`src/rtl/ao6_vector_sequencer.sv`:
```
// Self-test sequencer for one AO6 cell (Z = ~((A&B)|C)): sweeps all eight
// input vectors, samples Z after a settle interval and tallies mismatches.
module ao6_vector_sequencer #(
    parameter int unsigned SETTLE = 2,
    parameter int unsigned PASSES = 1
) (
    input  logic       CP,
    input  logic       CD,
    input  logic       START,
    input  logic       Z_IN,
    output logic       A_OUT,
    output logic       B_OUT,
    output logic       C_OUT,
    output logic       BUSY,
    output logic       DONE,
    output logic       PASS,
    output logic [3:0] ERR_CNT,
    output logic [2:0] FAIL_VEC,
    output logic       FAIL_VALID
);

    typedef enum logic [2:0] {
        IDLE,
        DRIVE,
        WAIT,
        SAMPLE,
        FINISH
    } state_t;

    localparam logic [3:0] SETTLE_LAST = (SETTLE > 0) ? 4'(SETTLE - 1) : 4'd0;
    localparam logic [3:0] PASS_LAST   = 4'(PASSES - 1);

    state_t     state;
    logic [2:0] vec;
    logic [3:0] settle_cnt;
    logic [3:0] pass_cnt;

    function automatic logic exp_z(input logic [2:0] v);
        return ~((v[2] & v[1]) | v[0]);
    endfunction

    always_ff @(posedge CP or negedge CD) begin
        if (!CD) begin
            state      <= IDLE;
            A_OUT      <= 1'b0;
            B_OUT      <= 1'b0;
            C_OUT      <= 1'b0;
            BUSY       <= 1'b0;
            DONE       <= 1'b0;
            PASS       <= 1'b0;
            ERR_CNT    <= '0;
            FAIL_VEC   <= '0;
            FAIL_VALID <= 1'b0;
            vec        <= '0;
            settle_cnt <= '0;
            pass_cnt   <= '0;
        end else begin
            DONE <= 1'b0;
            case (state)
                IDLE: begin
                    if (START) begin
                        state      <= DRIVE;
                        BUSY       <= 1'b1;
                        PASS       <= 1'b0;
                        ERR_CNT    <= '0;
                        FAIL_VEC   <= '0;
                        FAIL_VALID <= 1'b0;
                        vec        <= '0;
                        pass_cnt   <= '0;
                    end
                end
                DRIVE: begin
                    {A_OUT, B_OUT, C_OUT} <= vec;
                    settle_cnt            <= '0;
                    state                 <= (SETTLE > 0) ? WAIT : SAMPLE;
                end
                WAIT: begin
                    if (settle_cnt == SETTLE_LAST) begin
                        state <= SAMPLE;
                    end else begin
                        settle_cnt <= settle_cnt + 4'd1;
                    end
                end
                SAMPLE: begin
                    // Case-inequality so an undriven or unknown Z counts as a miss
                    if (Z_IN !== exp_z(vec)) begin
                        if (ERR_CNT != 4'hF) begin
                            ERR_CNT <= ERR_CNT + 4'd1;
                        end
                        if (!FAIL_VALID) begin
                            FAIL_VEC   <= vec;
                            FAIL_VALID <= 1'b1;
                        end
                    end
                    if (vec != 3'd7) begin
                        vec   <= vec + 3'd1;
                        state <= DRIVE;
                    end else if (pass_cnt != PASS_LAST) begin
                        vec      <= '0;
                        pass_cnt <= pass_cnt + 4'd1;
                        state    <= DRIVE;
                    end else begin
                        state <= FINISH;
                    end
                end
                FINISH: begin
                    DONE                  <= 1'b1;
                    PASS                  <= (ERR_CNT == 4'd0);
                    BUSY                  <= 1'b0;
                    {A_OUT, B_OUT, C_OUT} <= 3'b000;
                    state                 <= IDLE;
                end
                default: state <= IDLE;
            endcase
        end
    end

endmodule

```
`config.mk`:
```
export PLATFORM = sky130hd
export DESIGN_NAME = ao6_vector_sequencer
export DESIGN_NICKNAME = d
export VERILOG_FILES = /design/src/rtl/ao6_vector_sequencer.sv
export SDC_FILE = /design/constraint.sdc
export NUM_CORES = 1
export LEC_CHECK = 0
export CORE_UTILIZATION = 45
export DETAILED_ROUTE_END_ITERATION = 8
export PLACE_DENSITY = 0.67
export REMOVE_ABC_BUFFERS = 1
export SYNTH_ARGS = -nofsm -noshare
export SYNTH_HDL_FRONTEND = slang
export SYNTH_SLANG_ARGS = --single-unit
```
`constraint.sdc`:
```
create_clock -name CP -period 2.5 [get_ports CP]
set_clock_uncertainty 0.1 [all_clocks]
set_input_delay 0.25 -clock CP [delete_from_list [all_inputs] [get_ports CP]]
set_output_delay 0.25 -clock CP [all_outputs]
set_load 0.01 [all_outputs]
```
==> impl_metrics.tcl, run 1 <==
set metrics [dict create \
    outcome "finished clean" \
    grt_max_degree 29 \
    finalNetCount 171 \
    gp_congestion 0.867 \
    rsz_0062_raised_after_global_routing "false" \
    finalSetupTns_ps 0 \
    die_h_um 59.7 \
    grt_first_pass_wirelength_um 4600 \
    io_buffers 17 \
    floorplan.initialDensity_pct 48.3 \
    cts-root-buf "sky130_fd_sc_hd__clkbuf_4" \
    growth_of_design_area_from_synthesis_to_finish_pct 15.0 \
    synth.top_cells.by_area "sky130_fd_sc_hd__dfrtp_1 47%, sky130_fd_sc_hd__ha_1 6.7%, sky130_fd_sc_hd__a22o_1 4.1%" \
    io_pins 18 \
    h-tree-depth 1 \
    synthesis.yosys.warnings 0 \
    relSlewSlack_pct 51.9 \
    ctsHoldBuffers 0 \
    post-synth-top-area-cell "sky130_fd_sc_hd__dfrtp_1" \
    total_drc_errors_in_the_routed_layout 0 \
    antenna_found_initial 0 \
    clock_sink_count 28 \
    crit_path_start_kind "register" \
    hold_class "primary input to async pin" \
    proportion_of_layout_cells_with_a_drive_suffix_above_1_pct 6.37 \
    clk_pin_slew_ps 140 \
    rrSetupSlack_ps 450 \
    worst_vdd_drop_mv 0.377 \
    tightest_slew_ps 715 \
    worst-endpoint-arrival_ps 2180 \
    insertedDiodeCount 0 \
    p_leak_uw 0.000774 \
    die_area_um2 3570 \
    total_number_of_placement_rows 20 \
    synth-seq-area-share_pct 46.7 \
    clk_path_buf_depth 2 \
    drt-initial-drc-count 42 \
    postRouteWirelength_um 2650 \
    synth.top_cell.area_share_pct 46.7 \
    critPathKind "register to register" \
    ant_nets 0 \
    grt_overflow_total 0 \
    cts_setup_buffers 0 \
    cellPowerDensity_nw_per_um2 955 \
    numCtsBuffers 3 \
    via_count 1095 \
    synthesis.instances 142 \
    detailedRoute.firstPassIterationCount 4 \
    routed_via_density 5.45 \
    detailedPlacementHpwl_um 1890 \
    cts_resized 0 \
    final_count_of_pins_violating_max_slew 0 \
    path_max_fanout 5 \
    critical_path.endpoint_type "register" \
    worstSkewPairLatency_ps 320 \
    dp.cells 198 \
    worst-endpoint-required_ps 2630 \
    global_route.usage.total_pct 17.3 \
    final_min_period_over_clock_period_pct 82.1 \
    ys_seq_elements 28 \
    fmaxAchievable_ghz 0.487 \
    cts_tree "built" \
    die-width_um 59.7 \
    route.detailed.wl_per_inst_um 13.2 \
    nFillCells 295 \
    final_hold_violations 0 \
    min_period_ps 2050 \
    mappedNetlistArea_um2 1500 \
    number_of_distinct_library_cells_after_synthesis 42 \
    core_um2 3100 \
    setup_viol_count_final 0 \
    final-instance-count-excl-fill 201 \
    avgSynthCellArea_um2 10.6 \
    cap_viol_max_count 0 \
    number_of_global_route_vias_before_repair 1070 \
]
[state kept, by name (all words and copies together), names as in the netlist, 3 cells and up]
signal / count
vec: 3
settle_cnt: 4
FAIL_VEC: 3
pass_cnt: 4
state: 3
ERR_CNT: 4
[cells in the final DEF, fill, tap and decap left out, drive strengths merged, types with 3 or more instances in the layout]
master         Yosys  final
a22o               7      7
ha                 8      8
inv               13     13
nand3              7      7
dfrtp             28     28
o31ai              4      4
a21oi              4      4
clkdlybuf4s50      0     17
mux2i              5      5
clkbuf             4      3
nand2             14     14
o21ai              7      7
nor2               6      6
[worst max-delay path, cell delays in order (launching register included)]
cell                      delay [ps]
sky130_fd_sc_hd__dfrtp_1         440
sky130_fd_sc_hd__inv_1            70
sky130_fd_sc_hd__ha_1            140
sky130_fd_sc_hd__inv_1            50
sky130_fd_sc_hd__o31ai_1         590
sky130_fd_sc_hd__mux2_1          380
sky130_fd_sc_hd__a32o_1          200
[per-layer routing]
layer	vias to the layer above	GRT usage (%)	routed length [um]	share of wire [%]
met4	0	7.31	34	1.3
li1	539	-	-	-
met2	9	28.7	1260	47
met1	543	22.3	1320	50
met3	4	2.60	43	1.6
met5	-	0	0	0
[final cells by class]
| type | count | area [um2] | area share [%] |
|---|---|---|---|
| sequential | 28 | 701 | 40.6 |
| timing repair buffer | 18 | 178 | 10.3 |
| multi-input combinational | 95 | 719 | 41.7 |
| tap | 44 | 55.1 | 3.19 |
| clock buffer | 3 | 22.5 | 1.31 |
| inverter | 13 | 48.8 | 2.83 |
[power breakdown]
part	leakage [uW]	switching (uW)	internal [uW]	total (uW)
sequential	0.000368	183	579	761
combinational	0.000393	337	365	702
clock	0.0000138	127	56.5	183
total	0.000774	646	1000	1650
[through the flow]
stage               hold slack [ps]  setup slack (ps)  util [%]  power [uW]  area [um2]
finish                          176               448      55.6        1650        1720
floorplan                      -146               725         -        1210        1470
CTS                             180               468      55.6        1670        1720
global placement                408               568      54.8        1460        1700
global route                    188               353      55.6        1800        1720
detailed placement              419               490      54.8        1480        1700
[synthesized netlist by cell type]
master / n
sky130_fd_sc_hd__a211o_1: 1
sky130_fd_sc_hd__a21o_1: 1
sky130_fd_sc_hd__a21oi_1: 3
sky130_fd_sc_hd__a21oi_2: 1
sky130_fd_sc_hd__a22o_1: 7
sky130_fd_sc_hd__a32o_1: 1
sky130_fd_sc_hd__and2_1: 2
sky130_fd_sc_hd__and2b_1: 1
sky130_fd_sc_hd__and3b_4: 1
sky130_fd_sc_hd__and4b_1: 1
sky130_fd_sc_hd__buf_4: 2
sky130_fd_sc_hd__clkbuf_1: 4
sky130_fd_sc_hd__dfrtp_1: 28
sky130_fd_sc_hd__ha_1: 8
sky130_fd_sc_hd__inv_1: 13
sky130_fd_sc_hd__mux2_1: 2
sky130_fd_sc_hd__mux2i_1: 4
sky130_fd_sc_hd__mux2i_4: 1
sky130_fd_sc_hd__nand2_1: 14
sky130_fd_sc_hd__nand2b_1: 1
sky130_fd_sc_hd__nand3_1: 7
sky130_fd_sc_hd__nand3b_1: 2
sky130_fd_sc_hd__nand4_1: 1
sky130_fd_sc_hd__nand4b_1: 1
sky130_fd_sc_hd__nand4bb_1: 1
sky130_fd_sc_hd__nor2_1: 5
sky130_fd_sc_hd__nor2_2: 1
sky130_fd_sc_hd__nor2b_1: 1
sky130_fd_sc_hd__nor3_1: 2
sky130_fd_sc_hd__nor3b_1: 1
sky130_fd_sc_hd__nor3b_2: 1
sky130_fd_sc_hd__nor4bb_1: 1
sky130_fd_sc_hd__o211ai_1: 2
sky130_fd_sc_hd__o21ai_0: 7
sky130_fd_sc_hd__o21bai_1: 1
sky130_fd_sc_hd__o311ai_0: 1
sky130_fd_sc_hd__o311ai_4: 1
sky130_fd_sc_hd__o31ai_1: 4
sky130_fd_sc_hd__o32ai_1: 2
sky130_fd_sc_hd__or4_1: 1
sky130_fd_sc_hd__xnor2_1: 1
sky130_fd_sc_hd__xor2_1: 2
[cell families after synthesis]
family,share of synthesized area [%]
fa+ha+maj,6.68
mux,5.68
xor+xnor,1.75
flops,46.7
compound gates,16.8
buf+inv,5.26
simple gates,17.1
[path summary, 6_finish.rpt]
path / start / endpoint / cells past startpoint
max: settle_cnt[1] / settle_cnt[1] / 6
min in group CP: FAIL_VEC[2] / FAIL_VEC[2] / 2
min reg2reg: FAIL_VEC[2] / FAIL_VEC[2] / 2
min: CD / B_OUT / 2
max in group asynchronous: CD / ERR_CNT[1] / 2
max reg2reg: settle_cnt[1] / settle_cnt[1] / 6
Power figures use the tool's default switching activity.
==> run 2, diff against run 1 <==
==> constraint.sdc (replaced) <==
create_clock -name CP -period 1.9 [get_ports CP]
set_clock_uncertainty 0.1 [all_clocks]
set_input_delay 0.19 -clock CP [delete_from_list [all_inputs] [get_ports CP]]
set_output_delay 0.19 -clock CP [all_outputs]
set_load 0.01 [all_outputs]
==> impl_metrics.tcl, run 2 (synthesis gave the netlist of run 1 again) <==
set metrics [dict create \
    global_route.usage.total_pct 19.4 \
    routed_via_density 5.49 \
    critical_path.slowest_cell "sky130_fd_sc_hd__dfrtp_1" \
    cap_viol_max_count 0 \
    critPathKind "register to register" \
    worst-endpoint-arrival_ps 1930 \
    clk_pin_slew_ps 160 \
    layout_commonest_cell "sky130_fd_sc_hd__dfrtp_1" \
    proportion_of_layout_cells_with_a_drive_suffix_above_1_pct 15.4 \
    clock_sink_count 28 \
    buffers_inverters_on_critical_path 1 \
    grt_first_pass_wirelength_um 5180 \
    tightest_slew_ps 468 \
    postRouteWirelength_um 2970 \
    worst_path_largest_cell_delay_ps 410 \
    fmaxAchievable_ghz 0.559 \
    insertedDiodeCount 0 \
    critical_path_depth 5 \
    worst_vdd_drop_mv 0.579 \
    hold_class "primary input to async pin" \
    path_max_fanout 8 \
    min_period_ps 1790 \
    die_area_um2 3570 \
    ant_nets 0 \
    layout_top_registers "ERR_CNT: 4 flops, pass_cnt: 4 flops, settle_cnt: 4 flops" \
    io_pins 18 \
    h-tree-depth 1 \
    r2r-start "vec[1]" \
    detailedPlacementHpwl_um 2150 \
    total_number_of_placement_rows 20 \
    grt_max_degree 29 \
    cellPowerDensity_nw_per_um2 1340 \
    crit_path_start_kind "register" \
    floorplan.initialDensity_pct 48.3 \
    drt-initial-drc-count 58 \
    cts_tree "built" \
    final_min_period_over_clock_period_pct 94.2 \
    outcome "finished clean" \
    clk_path_buf_depth 2 \
    core_um2 3100 \
    cts-root-buf "sky130_fd_sc_hd__clkbuf_4" \
    setup_viol_count_final 0 \
    p_leak_uw 0.000838 \
    numCtsBuffers 3 \
    relSlewSlack_pct 68.4 \
    critical_path.endpoint_type "register" \
    finalSetupTns_ps 0 \
    rrSetupSlack_ps 110 \
    finalNetCount 182 \
    grt_overflow_total 0 \
    total_drc_errors_in_the_routed_layout 0 \
    number_of_global_route_vias_before_repair 1159 \
    die_h_um 59.7 \
    cp_cell_sequence "buf_4, a21oi_2, mux2i_4, nand2_1, mux2_1" \
    detailedRoute.firstPassIterationCount 4 \
    ctsHoldBuffers 0 \
    timing.critical_path.max_delay_family "multiplexers" \
    route.detailed.wl_per_inst_um 13.9 \
    gp_congestion 0.795 \
    rsz_0062_raised_after_global_routing "false" \
    final_count_of_pins_violating_max_slew 0 \
    via_count 1169 \
    reg2reg_to "ERR_CNT[1]" \
    io_buffers 17 \
    rr_worst_depth 5 \
    layout_common_cells "25 x sky130_fd_sc_hd__dfrtp_1, 17 x sky130_fd_sc_hd__clkdlybuf4s50_1, 14 x sky130_fd_sc_hd__nand2_1, 13 x sky130_fd_sc_hd__inv_1, 12 x sky130_fd_sc_hd__buf_4" \
    cell_area_after_layout_um2 1840 \
    final_hold_violations 0 \
    dpl_cell_area_um2 1780 \
    worstSkewPairLatency_ps 340 \
    growth_of_design_area_from_synthesis_to_finish_pct 23.0 \
    die-width_um 59.7 \
    antenna_found_initial 0 \
    worst-endpoint-required_ps 2040 \
]
[run 2: what timing repair did]
action | in CTS | in global routing
buffers inserted | 0 | 0
resized for setup | 0 | 4
setup endpoints to repair | 0 | 2
hold endpoints to repair | 0 | 0
[run 2: layer usage]
layer / up-vias / wire [um] / track usage (%)
met1: 591 / 1370 / 24.8
met2: 12 / 1490 / 33.5
met3: 5 / 57 / 1.95
li1: 561 / - / -
met5: - / 0 / 0
met4: 0 / 48 / 7.97
[run 2: where the power goes]
group | leakage [uW] | switching [uW] | total, uW | internal, uW
clock network | 0.0000279 | 190 | 404 | 214
logic | 0.000446 | 513 | 1090 | 579
registers | 0.000364 | 212 | 979 | 767
[run 2: worst max-delay path by stage]
stage	slack, ps	end	startpoint
floorplan	120	settle_cnt[1]	settle_cnt[1]
global placement	90	ERR_CNT[1]	Z_IN
detailed placement	40	ERR_CNT[1]	Z_IN
CTS	70	ERR_CNT[1]	state[0]
global route	2	ERR_CNT[1]	vec[1]
finish	110	ERR_CNT[1]	vec[1]
[run 2: through the flow]
step	setup slack [ps]	hold slack (ps)	utilization (%)	total power, uW	cells
floorplan	125	-206	-	1590	136
global placement	88.6	404	57.5	2040	209
detailed placement	39.1	417	57.5	2080	209
CTS	74.5	99.8	59.2	2490	213
global route	1.65	118	59.4	2660	213
finish	111	92.6	59.4	2470	213
[run 2: worst reg2reg max path: stages (launching register included)]
cell and delay [ps]:
sky130_fd_sc_hd__dfrtp_1 410, sky130_fd_sc_hd__buf_4 140, sky130_fd_sc_hd__a21oi_2 180, sky130_fd_sc_hd__mux2i_4 370
sky130_fd_sc_hd__nand2_1 150, sky130_fd_sc_hd__mux2_1 330
[run 2: layout make-up]
| type | instances | area (um2) |
|---|---|---|
| sequential | 28 | 704 |
| timing repair buffer | 29 | 260 |
| clock inverter | 1 | 30.0 |
| multi-input combinational | 95 | 722 |
| clock buffer | 3 | 22.5 |
| inverter | 13 | 48.8 |
| tap | 44 | 55.1 |
| fill | 299 | 1260 |
==> run 3, diff against run 2 <==
--- a/config.mk
+++ b/config.mk
@@ -9,6 +9,7 @@
 export DETAILED_ROUTE_END_ITERATION = 8
 export PLACE_DENSITY = 0.67
 export REMOVE_ABC_BUFFERS = 1
+export SETUP_SLACK_MARGIN = 0.3
 export SYNTH_ARGS = -nofsm -noshare
 export SYNTH_HDL_FRONTEND = slang
 export SYNTH_SLANG_ARGS = --single-unit
==> impl_metrics.tcl, run 3 (synthesis gave the netlist of run 1 again) <==
set metrics [dict create \
    floorplan.initialDensity_pct 48.3 \
    relSlewSlack_pct 68.3 \
    total_drc_errors_in_the_routed_layout 0 \
    cts-root-buf "sky130_fd_sc_hd__clkbuf_4" \
    growth_of_design_area_from_synthesis_to_finish_pct 45.7 \
    dpl_cell_area_um2 1780 \
    final_count_of_pins_violating_max_slew 0 \
    die-width_um 59.7 \
    io_buffers 17 \
    grt_first_pass_wirelength_um 5950 \
    number_of_global_route_vias_before_repair 1264 \
    ctsHoldBuffers 0 \
    ant_nets 0 \
    numCtsBuffers 3 \
    switching_power_uw 1090 \
    worst-endpoint-required_ps 2050 \
    drt-initial-drc-count 61 \
    pwr-share-comb_pct 55.4 \
    setup_viol_count_final 0 \
    critical_path.endpoint_type "register" \
    tightest_slew_ps 470 \
    die_area_um2 3570 \
    finalSetupTns_ps 0 \
    cp_cell_sequence "buf_6, a21oi_4, mux2i_4, nand2_2, mux2_4" \
    final_hold_violations 0 \
    finalNetCount 212 \
    core_um2 3100 \
    via_count 1306 \
    grt_overflow_total 0 \
    p_leak_uw 0.00112 \
    cap_viol_max_count 0 \
    global_route.usage.total_pct 22.6 \
    route.detailed.wl_per_inst_um 15.0 \
    power_switching_share_pct 36.5 \
    routed_via_density 5.37 \
    h-tree-depth 1 \
    gp_congestion 0.795 \
    worstSkewPairLatency_ps 340 \
    antenna_found_initial 0 \
    outcome "finished clean" \
    path_max_fanout 5 \
    worst_vdd_drop_mv 0.611 \
    fmaxAchievable_ghz 0.601 \
    worst_path_largest_cell_delay_ps 420 \
    layout_common_cells "36 x sky130_fd_sc_hd__buf_4, 24 x sky130_fd_sc_hd__dfrtp_1, 13 x sky130_fd_sc_hd__inv_1, 12 x sky130_fd_sc_hd__nand2_1, 10 x sky130_fd_sc_hd__clkdlybuf4s50_1" \
    total_number_of_placement_rows 20 \
    layout_commonest_cell "sky130_fd_sc_hd__buf_4" \
    worst-endpoint-arrival_ps 1810 \
    power_share_of_the_clock_group_pct 13.6 \
    internal_power_uw 1890 \
    sequentialPowerShare_pct 31.0 \
    power_uw 2980 \
    io_pins 18 \
    cellPowerDensity_nw_per_um2 1360 \
    hold_class "primary input to async pin" \
    detailedRoute.firstPassIterationCount 4 \
    cts_tree "built" \
    rsz_0062_raised_after_global_routing "true" \
    clock_sink_count 28 \
    grt_max_degree 29 \
    critical_path.slowest_cell "sky130_fd_sc_hd__dfrtp_1" \
    layout_top_registers "ERR_CNT: 4 flops, pass_cnt: 4 flops, settle_cnt: 4 flops" \
    proportion_of_layout_cells_with_a_drive_suffix_above_1_pct 35.2 \
    detailedPlacementHpwl_um 2150 \
    clk_pin_slew_ps 160 \
    clk_path_buf_depth 2 \
    crit_path_start_kind "register" \
    postRouteWirelength_um 3640 \
    final_min_period_over_clock_period_pct 87.6 \
    insertedDiodeCount 0 \
    critPathKind "register to register" \
    die_h_um 59.7 \
    min_period_ps 1660 \
    cell_area_after_layout_um2 2180 \
]
-- run 3: timing repair --
| action | in CTS | in global routing |
|---|---|---|
| buffers inserted | 21 | 9 |
| gates resized for setup | 20 | 20 |
| endpoints found under the setup margin | 21 | 25 |
| endpoints found under the hold margin | 0 | 0 |
| pin swaps | 7 | 6 |
-- run 3: final timing paths --
| kind | from | endpoint | slack, ps | depth (start not counted) |
|---|---|---|---|---|
| min | CD | B_OUT | 90 | 2 |
| min reg2reg | PASS | PASS | 450 | 2 |
| max in group asynchronous | CD | state[0] | 1320 | 2 |
| max reg2reg | vec[0] | ERR_CNT[1] | 240 | 5 |
| max | vec[0] | ERR_CNT[1] | 240 | 5 |
| min in group CP | PASS | PASS | 450 | 2 |
-- run 3: critical path: cells and delay by family (launching register included) --
family | cells | cell delay, ps
muxes | 2 | 660
DFF | 1 | 420
buffers and inverters | 1 | 140
AOI/OAI and AO/OA | 1 | 130
and+or+nand+nor | 1 | 100
-- run 3: per-stage QoR --
step / util, % / instances / hold slack, ps / setup slack (ps)
after floorplan: - / 136 / -206 / 125
after global routing: 70.4 / 243 / 119 / 157
final: 70.4 / 243 / 88.7 / 236
after CTS: 66.3 / 234 / 99.7 / 232
after global placement: 57.5 / 209 / 404 / 88.6
after detailed placement: 57.5 / 209 / 417 / 39.1
-- run 3: final cells by class --
cell class,instances,area (um2)
sequential,28,706
fill,242,918
tap,44,55.1
timing repair buffer,59,526
clock inverter,1,30.0
inverter,13,48.8
clock buffer,3,22.5
multi-input combinational,95,797
-- run 3: power by group through the flow --
stage / clock, uW / combinational [uW] / sequential [uW]
2_1_floorplan: 0 / 586 / 1000
3_3_place_gp: 0 / 1060 / 979
3_5_place_dp: 0 / 1100 / 988
4_1_cts: 410 / 1470 / 938
5_1_grt: 439 / 1790 / 948
6_report: 406 / 1650 / 924
-- run 3: per-layer routing --
metal	track usage [%]	vias up	routed length, um
met2	39.5	21	1950
met1	28.4	654	1540
met3	2.16	7	71
met5	0	-	0
met4	9.63	0	74
li1	-	624	-
==> patch 1 (config.mk and constraints of run 1) <==
Encoding of `state_t`: now Gray code (3 bits for 5 states).
--- a/src/rtl/ao6_vector_sequencer.sv
+++ b/src/rtl/ao6_vector_sequencer.sv
@@ -22,7 +22,7 @@
     typedef enum logic [2:0] {
-        IDLE,
-        DRIVE,
-        WAIT,
-        SAMPLE,
-        FINISH
+        IDLE   = 3'b000,
+        DRIVE  = 3'b001,
+        WAIT   = 3'b011,
+        SAMPLE = 3'b010,
+        FINISH = 3'b110
     } state_t;
Behaviour: same outputs for any inputs over 10 cycles, from zero or initial values; not proved beyond that.
==> patch 1 against run 1 <==
Highest routed layer unchanged; largest cell class is now flip-flops and latches; cell area down 0.58%; largest power group is now combinational cells; maximum frequency increased by 5.3%; wire length grew 2.8%; total power up 16%; global-route usage is 0.38 points higher; synthesized area decreased by 2.3%; sequential cell count unchanged; setup slack better by 100 ps.
==> patch 1: results (changes against run 1) <==
Run status
  – Outcome: completed (unchanged)

Route
  – WL per Instance: 13.23 um (was 13.19 um)
  – Met3 routed WL: 89 um (was 43 um)
  – Top sig layer: met4 (unchanged)
  – Initial DRT Pass Iterations: 4 (unchanged)
  – Violation count after the first detailed-route iteration: 28 (was 42)
  – M1 WL: 1.327 mm (was 1.316 mm)
  – Via count: 1125 (was 1095)
  – Met2 WL post-DR: 1.260 mm (was 1.258 mm)

Clock network
  – CTS buffer count: 3 (unchanged)
  – Post-CTS setup buffer count: 0 (unchanged)
  – Cts repair resizes: 0 (unchanged)
  – Hold-fix buffers at CTS: 0 (unchanged)
  – Clock buffer depth: 2 (unchanged)
  – CTS H-tree lvls: 1 (unchanged)
  – Clock latency on the worst-skew pair: 330 ps
  – Root buf cell: clkbuf_4 (unchanged)
  – Clock transition at path regs: 150 ps

Final layout
  – Number of antenna diodes: 0 (unchanged)
  – Nets@finish: 175 (was 171)
  – Largest registers: ERR_CNT x4, pass_cnt x4, settle_cnt x4 (unchanged)
  – Share of cells above drive strength 1: 9.259% (was 6.369%)
  – Fillcell total: 292 (was 295)

Global route
  – Vias in the first global route: 1030 (was 1070)
  – Largest net degree at the start of global routing: 29 (unchanged)
  – Initial antenna violation count: 0 (unchanged)
  – First-pass GRT wire length: 4.602 mm (unchanged)
  – Gr usage total: 17.63% (was 17.26%)

Placed design
  – Hpwl dp: 1.947 mm (was 1.887 mm)
  – Placer Congestion: 0.7290 (was 0.8668)
  – I/O Buffers: 17 (unchanged)

Synth
  – Ys Warns: 0 (unchanged)
  – Share of flip-flops with an asynchronous set or reset: 100.0% (unchanged)
  – Top cells by count, synth: dfrtp_1 (28), nand2_1 (17), inv_1 (12) (was dfrtp_1 (28), nand2_1 (14), inv_1 (13))
  – Cell variety after synth: 39 (was 42)
  – Ranking of synthesized cells by area: dfrtp_1 (48%), ha_1 (6.8%), nand2_1 (4.4%) (was dfrtp_1 (47%), ha_1 (6.7%), a22o_1 (4.1%))
  – Seq/Total Area, Yosys: 47.86% (was 46.74%)

Worst setup path
  – Crit-path max FO: 15 (was 5)
  – R2r worst-path depth: 3 (was 6)
  – Crit path max-delay family: simple AND/OR/NAND/NOR gates (was compound AO/OA/AOI/OAI gates)
  – Reg2reg setup slack: 550 ps (was 450 ps)
  – Worst r2r dst: ERR_CNT[2]$_DFFE_PN0P_ (was settle_cnt[1]$_DFFE_PN0P_)
  – R2R Path Start: state[0]$_DFFE_PN0P_ (was settle_cnt[1]$_DFFE_PN0P_)
  – CP Data Arrival Time: 2090 ps (was 2180 ps)
  – Worst path max stage delay: 690 ps (was 590 ps)
  – Critical-path top delay cell: nor4b_2 (was o31ai_1)

STA
  – Hold slack: 174.1 ps (was 175.8 ps)
  – Worst Tran Pin Value: 660.0 ps (was 715.2 ps)

Min path
  – Hold WC Path Type: in -> async (unchanged)

Power and ir drop
  – Pleak: 0.7612 nW (was 0.7741 nW)
  – Maximum vdd drop: 0.4951 mV (was 0.3775 mV)
-- patch 1: cell count changes after synthesis, sizes merged, moves of 2 or more --
cell and change:
a21oi +3, a22o -6, and2 -2, clkbuf -3, nand2 +3, nor2 +5, nor4b +2, o22ai +3
o311ai -2, xor2 -2
-- patch 1: worst max path at each step --
stage                         startpoint  depth (start not counted)                endpoint
global route        state[0]$_DFFE_PN0P_                          3  ERR_CNT[2]$_DFFE_PN0P_
global placement                   START                          4  ERR_CNT[2]$_DFFE_PN0P_
floorplan           state[0]$_DFFE_PN0P_                          3  ERR_CNT[2]$_DFFE_PN0P_
detailed placement                 START                          4  ERR_CNT[2]$_DFFE_PN0P_
CTS                 state[0]$_DFFE_PN0P_                          3  ERR_CNT[2]$_DFFE_PN0P_
finish              state[0]$_DFFE_PN0P_                          3  ERR_CNT[2]$_DFFE_PN0P_
-- patch 1: area by class of cell --
class / count / area, um2 / area share (%)
clock buffer: 4 / 36.28 / 2.117
timing repair buffer: 19 / 185.2 / 10.80
tap: 44 / 55.05 / 3.212
multi-input combinational: 99 / 691.9 / 40.37
inverter: 12 / 45.04 / 2.628
sequential: 28 / 700.7 / 40.88
-- patch 1: kinds of logic (layout without fill, tap and decap cells) --
logic type,after synthesis,after routing,share of synthesized area [%]
flops,28,28,47.86
buf+inv,16,35,4.871
simple gates,50,50,18.89
compound gates,32,32,15.04
mux,8,8,5.897
fa+ha+maj,8,8,6.838
xor+xnor,1,1,0.5984
-- patch 1: worst reg2reg max path: cells and delay by family (launching register included) --
family | cells | cell delay, ps
AOI/OAI and AO/OA | 1 | 320
DFF | 1 | 590
muxes | 1 | 160
and+or+nand+nor | 1 | 700
-- patch 1: metrics by stage --
stage / setup slack (ps) / area, um2 / std cells / util (%)
floorplan: 829.7 / 1438 / 139 / -
global placement: 558.2 / 1678 / 202 / 54.51
detailed placement: 514.3 / 1678 / 202 / 54.51
CTS: 561.4 / 1714 / 206 / 55.69
global route: 509.1 / 1714 / 206 / 55.69
finish: 551.7 / 1714 / 206 / 55.69
-- patch 1: metal layers --
layer	GRT usage, %	vias up
met1	23.90	549
met5	0	-
met3	2.620	5
li1	-	547
met4	8.163	0
met2	27.92	24
-- patch 1: report_power, final --
part | internal [mW] | switching [mW]
logic | 0.445 | 0.415
clock network | 0.0893 | 0.136
registers | 0.618 | 0.205
total | 1.15 | 0.755
